File: src/rtl/dmem_arbiter.sv
// Round-robin arbiter for the shared data-memory port between the core
// LD/ST port (requester 0) and the network memory loader (requester 1).
module dmem_arbiter #(
    parameter int addr_width_p = 32,
    parameter int data_width_p = 32,
    parameter int timeout_p    = 255
) (
    input  logic                      clk,
    input  logic                      reset,
    input  logic [1:0]                req_valid_i,
    input  logic [1:0]                req_wen_i,
    input  logic [1:0]                req_byte_i,
    input  logic [2*addr_width_p-1:0] req_addr_i,
    input  logic [2*data_width_p-1:0] req_wdata_i,
    output logic [1:0]                req_yumi_o,
    output logic [1:0]                resp_valid_o,
    output logic [data_width_p-1:0]   resp_data_o,
    input  logic [1:0]                resp_yumi_i,
    output logic                      mem_valid_o,
    output logic                      mem_wen_o,
    output logic                      mem_byte_o,
    output logic [addr_width_p-1:0]   mem_addr_o,
    output logic [data_width_p-1:0]   mem_wdata_o,
    input  logic                      mem_ready_i,
    input  logic                      mem_rvalid_i,
    input  logic [data_width_p-1:0]   mem_rdata_i,
    output logic                      busy_o,
    output logic                      owner_o,
    output logic                      error_o
);
    localparam int tw_lp = $clog2(timeout_p + 1);

    typedef enum logic [1:0] {IDLE, ISSUE, WAIT, RESP} state_e;

    state_e                  state_q, state_d;
    logic                    owner_q, owner_d;
    logic                    last_q, last_d;
    logic                    wen_q, wen_d;
    logic                    byte_q, byte_d;
    logic [addr_width_p-1:0] addr_q, addr_d;
    logic [data_width_p-1:0] wdata_q, wdata_d;
    logic [data_width_p-1:0] rdata_q, rdata_d;
    logic [tw_lp-1:0]        timer_q, timer_d;
    logic                    err_q, err_d;
    logic                    grant;
    logic                    timer_hit;

    // On a tie the requester that did not win last time goes first.
    always_comb begin
        unique case (req_valid_i)
            2'b01:   grant = 1'b0;
            2'b10:   grant = 1'b1;
            2'b11:   grant = ~last_q;
            default: grant = 1'b0;
        endcase
    end

    assign timer_hit = (timer_q + tw_lp'(1)) == tw_lp'(timeout_p);

    always_comb begin
        state_d    = state_q;
        owner_d    = owner_q;
        last_d     = last_q;
        wen_d      = wen_q;
        byte_d     = byte_q;
        addr_d     = addr_q;
        wdata_d    = wdata_q;
        rdata_d    = rdata_q;
        timer_d    = timer_q;
        err_d      = err_q;
        req_yumi_o = 2'b00;
        unique case (state_q)
            IDLE: begin
                if (|req_valid_i) begin
                    req_yumi_o[grant] = 1'b1;
                    owner_d = grant;
                    wen_d   = req_wen_i[grant];
                    byte_d  = req_byte_i[grant];
                    addr_d  = grant ? req_addr_i[addr_width_p +: addr_width_p]
                                    : req_addr_i[0 +: addr_width_p];
                    wdata_d = grant ? req_wdata_i[data_width_p +: data_width_p]
                                    : req_wdata_i[0 +: data_width_p];
                    state_d = ISSUE;
                end
            end
            ISSUE: begin
                if (mem_ready_i) begin
                    timer_d = '0;
                    state_d = WAIT;
                end
            end
            WAIT: begin
                // A completion in the final cycle still beats the watchdog.
                if (mem_rvalid_i) begin
                    rdata_d = mem_rdata_i;
                    state_d = RESP;
                end else if (timer_hit) begin
                    err_d   = 1'b1;
                    rdata_d = '0;
                    state_d = RESP;
                end else begin
                    timer_d = timer_q + tw_lp'(1);
                end
            end
            RESP: begin
                if (resp_yumi_i[owner_q]) begin
                    last_d  = owner_q;
                    state_d = IDLE;
                end
            end
            default: state_d = IDLE;
        endcase
    end

    always_ff @(posedge clk or posedge reset) begin
        if (reset) begin
            state_q <= IDLE;
            owner_q <= 1'b0;
            last_q  <= 1'b1;
            wen_q   <= 1'b0;
            byte_q  <= 1'b0;
            addr_q  <= '0;
            wdata_q <= '0;
            rdata_q <= '0;
            timer_q <= '0;
            err_q   <= 1'b0;
        end else begin
            state_q <= state_d;
            owner_q <= owner_d;
            last_q  <= last_d;
            wen_q   <= wen_d;
            byte_q  <= byte_d;
            addr_q  <= addr_d;
            wdata_q <= wdata_d;
            rdata_q <= rdata_d;
            timer_q <= timer_d;
            err_q   <= err_d;
        end
    end

    assign mem_valid_o  = (state_q == ISSUE);
    assign mem_wen_o    = wen_q;
    assign mem_byte_o   = byte_q;
    assign mem_addr_o   = addr_q;
    assign mem_wdata_o  = wdata_q;
    assign resp_valid_o = (state_q != RESP) ? 2'b00 : (owner_q ? 2'b10 : 2'b01);
    assign resp_data_o  = rdata_q;
    assign busy_o       = (state_q != IDLE);
    assign owner_o      = owner_q;
    assign error_o      = err_q;

endmodule

File: config.mk
export PLATFORM = sky130hd
export DESIGN_NAME = dmem_arbiter
export DESIGN_NICKNAME = d
export VERILOG_FILES = /design/src/rtl/dmem_arbiter.sv
export SDC_FILE = /design/constraint.sdc
export NUM_CORES = 1
export LEC_CHECK = 0
export BUFFER_PORTS_ARGS = -buffer_cell sky130_fd_sc_hd__clkbuf_2
export CAP_MARGIN = 20
export CORE_MARGIN = 3
export CORE_UTILIZATION = 40
export CTS_BUF_LIST = sky130_fd_sc_hd__clkbuf_16
export DETAILED_ROUTE_END_ITERATION = 10
export PLACE_DENSITY = 0.78
export SYNTH_ARGS = -nofsm -noshare
export SYNTH_HDL_FRONTEND = slang
export SYNTH_SLANG_ARGS = --single-unit
File: constraint.sdc
create_clock -name clk -period 3.6 [get_ports clk]
set_clock_uncertainty 0.2 [all_clocks]
set_input_delay 0.54 -clock clk [delete_from_list [all_inputs] [get_ports clk]]
set_output_delay 0.54 -clock clk [all_outputs]
set_load 0.01 [all_outputs]
==> Yosys cells after proc, flatten, opt, wreduce, memory -nomap -nowiden <==
Index checks and enable logic that the tools add are counted.
{ "totals": {"regBits": 111, "inputBits": 172, "output_inout_bits": 106, "wordCells": 68} }
{ "op_classes": {"add_sub_neg": 1, "order_cmp": 3, "eq_ne": 13, "n_mux": 27, "bitwise": 2, "reduce_logical": 12} }
{ "op_table": {"columns": ["op", "n"], "rows": [
  ["two-way mux 32 bit", 4],
  ["two-way mux 8 bit", 3],
  ["two-way mux 2 bit", 9],
  ["one-hot mux 8 bit (2 select lines)", 1],
  ["inequality test 2 bit (second input constant)", 5],
  ["adder 8 x 1 -> 8 bit (second input constant)", 1],
  ["== test 2 bit (second input constant)", 4],
  ["== test 8 bit (second input constant)", 1],
  ["one-hot mux 2 bit (4 select lines)", 1],
  ["AND reduction 4 bit", 2],
  ["two-way mux 1 bit", 7],
  ["AND reduction 2 bit", 3],
  ["nonzero test 2 bit", 3],
  ["less-than comparator 1 x 2 -> 1 bit (second input constant)", 2],
  ["inequality test 3 bit (second input constant)", 1],
  ["AND reduction 3 bit", 1],
  ["== test 2 x 1 -> 1 bit (second input constant)", 1],
  ["logical NOT 2 bit", 1],
  ["inequality test 2 x 1 -> 1 bit (second input constant)", 1],
  ["inverter 1 bit", 2],
  ["one-hot mux 1 bit (2 select lines)", 1],
  ["OR reduction 2 bit", 1],
  ["demux 1 bit (select 1 bit)", 1],
  [">= comparator 1 bit (second input constant)", 1],
  ["logical AND 1 bit", 1]
]} }

==> Depth between registers and ports, before layout <==
{ "depth": {"ltp_word": 8, "ltp_mapped": 8, "ltp_nobuf": 7} }

==> Worst setup path after synthesis <==
No wires, ideal clock.
{ "synth_path": {"path_kind": "input port to output port", "startpoint": "in req_valid_i[1]", "endpoint": "out req_yumi_o[1]", "t_arrival_ns": 1.398, "t_required_ns": 2.860, "path_slack_ns": 1.462, "cell_stages": 5, "path_buffers": 3, "cell_sequence": "a21boi_1 > buf_2 > and2_1 > clkbuf_1 > buf_2"} }
{ "synth_via": {"elab_chain_cells": 8, "elab_cells_between_ends": 11, "cone_classes": "order compare: 2; eq/ne: 2; mux: 5; reduce/logical: 2"} }
{ "synth_lines": {"columns": ["element", "line", "rtl"], "rows": [
  ["start, declared", "10", "input logic [1:0] req_valid_i,"],
  ["== test 2 bit", "50", "unique case (req_valid_i)"],
  ["one-hot mux 1 bit (2 select lines)", "50", null],
  ["less-than comparator 1 x 2 -> 1 bit (not written as such) / >= comparator 1 bit (equally long branches)", "75", "req_yumi_o[grant] = 1'b1;"],
  ["logical AND 1 bit (not written as such)", "75", null],
  ["two-way mux 1 bit (not written as such)", "75", null],
  ["demux 1 bit (select 1 bit)", "75", null],
  ["two-way mux 2 bit *", "74", "if (|req_valid_i) begin"],
  ["two-way mux 2 bit *", "72", "unique case (state_q)"],
  ["end, declared", "15", "output logic [1:0] req_yumi_o,"]
]} }
Mark *: on every way between the ends. The rest lies on a longest branch, timed or not.

==> Worst setup path after layout <==
{ "layout_path": {"startpoint": "reg state_q[0]", "endpoint": "out req_yumi_o[0]"} }
{ "layout_via": {"elab_chain_cells": 2} }
{ "layout_lines": {"columns": ["element", "line", "rtl"], "rows": [
  ["start, declared", "35", "state_e state_q, state_d;"],
  ["start signal, assigned", "128", "state_q <= state_d;"],
  ["logical NOT 2 bit", "72", null],
  ["two-way mux 2 bit", "72", null]
]} }
Every way passes these cells.

==> out/qor.yml <==
die:
  io_pins: 278
  rows: 39
  start_util_pct: 41.71
  chipWidth_um: 116.3
  die_area_mm2: 0.01352
  core_area_mm2: 0.01166
  die_y_um: 116.3
logic_synthesis:
  synthTopCellsByCount: "dfrtp_1 (110), inv_1 (46), a222oi_1 (40), a22o_1 (32), nand2_1 (32)"
  yosys.area_share.simple_pct: 6.353
  yosysUniqueCellTypes: 46
  synth_area_mm2: 0.004865
  synth_fa_ha_area_share_pct: 1.543
  synth.avg_cell_area_um2: 11.67
  yosys.area.top_type: "dfrtp_1"
  synth_warnings: 0
  synthMuxAreaShare_pct: 6.199
  synth_compound_area_share_pct: 21.73
  synth_edf_count: 0
  ys_seq_elements: 111
  yosys-top-cells-area: "dfrtp_1 (57%), a222oi_1 (8.2%), mux2i_1 (6.0%)"
  synth_top_family_by_area: "compound AO/OA/AOI/OAI gates"
  synth_top_area_share_pct: 56.58
  synth_xor_xnor_area_share_pct: 0.1800
  synth_flop_cell: "dfrtp_1"
  synthCells: 417
  async_reset_ff_share_pct: 100.0
  synth-seq-area-share_pct: 57.12
  yosysMostFrequentCell: "dfrtp_1"
  synthesis.nets: 595
global_route:
  grt_pass1_vias: 4338
  grt_pass1_wl_um: 20670
  track_usage_pct: 19.45
  grt_max_degree: 94
  antenna_found_initial: 0
  gr-total-overflow: 0
route:
  drt-total-wl_um: 13850
  detail_route.wl_per_cell_um: 16.73
  drt_iter0_drc: 478
  via_per_inst: 5.271
  drc: 1
  ant_nets: 0
  vias: 4364
  first_pass_iters: 11
min_path:
  hold_path.class: "primary input to async pin"
sta:
  setup-tns-final_ns: 0
  rsz0062_at_grt: "no"
  slew_headroom_pct: 41.07
  finalHoldViolations: 0
  period_share_pct: 73.15
  tightest_slew_ns: 0.8839
  fin_hold_ws_ns: 0.1376
  fin_crit_ns: 2.633
  fmax_mhz: 379.7
  slew_viol_final: 0
  setup_viol: 0
  setup_ws_ns: 0.9666
cts:
  clock-sinks: 111
  cts_setup_buffers: 0
  cts_tree: "yes"
  cts_made_buffers: 9
  clkTransAtPathRegs_ns: 0.08
  hold_buffers: 0
  cts_root_buffer: "clkbuf_16"
  htreeDepth: 3
  insertion_delay_ns: 0.34
  cts.path.max_buffers: 2
  cts_resized: 0
placed_design:
  place_congestion: 0.8889
  preCtsSetupSlack_ns: 1.063
  io_buffer_count: 277
  hpwl_um: 10510
  postPlaceCellArea_mm2: 0.006362
  dp_cells: 812
final_layout:
  instances_no_fill: 828
  layout-drive-gt1-share_pct: 45.69
  final_util_pct: 57.04
  finalInstanceArea_mm2: 0.006653
  num_antenna_cells: 0
  syn_to_final_growth_pct: 36.75
  nNetsFinal: 858
worst_setup_path:
  crit_buf_inv: 3
  crit_chain: "inv_1, ha_1, o21ai_4, nor2_2, buf_4, clkbuf_2"
  cp_slowest_cell: "dfrtp_1"
  arrival_ns: 1.89
  required_ns: 2.86
  worstSetupPathType: "register to primary output"
  crit_family: "buffers and inverters"
  critPathMaxFanout: 41
  critical-path-max-stage-delay_ns: 0.42
  start_kind: "register"
  end_kind: "primary output"
  r2r_slack_ns: 1.07
power:
  power.leakage_nw: 3.697
  power.density_mw_per_mm2: 811.4
  vdd_drop_max_mv: 0.3968
  power_mw: 5.398
job:
  drv_cap: 0
status:
  status: "complete, but fails checks"
  violations: "DRC"
cells by family (layout without fill, tap and decap cells):
group           Yosys count  in the layout
xor+xnor                  1              1
mux                      30             30
buf+inv                  78            346
flops                   111            111
compound gates          126            126
simple gates             65             65
fa+ha+maj                 6              6
path summary, 6_finish.rpt:
kind	startpoint	to	cells past startpoint
worst max-delay path	state_q[0]	req_yumi_o[0]	6
worst min-delay path	reset	resp_data_o[0]	2
worst max register to register	timer_q[0]	timer_q[5]	7
worst min register to register	error_o	error_o	1
max in group asynchronous	reset	last_q	3
min in group clk	mem_rdata_i[6]	resp_data_o[6]	2
area by class of cell:
type / count / area [µm²]
clock inverter: 7 / 65.06
clock buffer: 9 / 225.2
tap: 143 / 178.9
timing repair buffer: 284 / 1451
inverter: 46 / 176.4
multi-input combinational: 228 / 1777
sequential: 111 / 2779
fill: 979 / 5010
power by group:
part / switching, mW / leakage, nW / internal, mW / total, mW
registers: 0.368 / 1.34 / 1.82 / 2.19
logic: 1.26 / 2.22 / 0.995 / 2.25
clock network: 0.466 / 0.141 / 0.488 / 0.954
placed cells by master, fill, tap and decap left out, types with 6 or more instances in the layout:
| cell | n |
|---|---|
| clkbuf_2 | 277 |
| dfrtp_1 | 110 |
| inv_1 | 45 |
| a222oi_1 | 40 |
| nand2_1 | 32 |
| a22o_1 | 32 |
| mux2i_1 | 29 |
| o21ai_1 | 27 |
| clkbuf_16 | 9 |
| nand3_1 | 7 |
| ha_1 | 6 |
| buf_4 | 6 |
flip-flops by register name, summed over array words and instances (netlist names):
signal       cells
mem_wdata_o     32
mem_addr_o      32
error_o          1
mem_byte_o       1
timer_q          8
last_q           1
resp_data_o     32
mem_wen_o        1
owner_o          1
state_q          2
layer usage:
metal	wire, µm	global-route usage (%)
met2	7124	34.59
met3	1134	4.922
met1	5469	23.53
met4	124	5.104
met5	0	0
No activity file was read; power rests on OpenSTA's default activity.
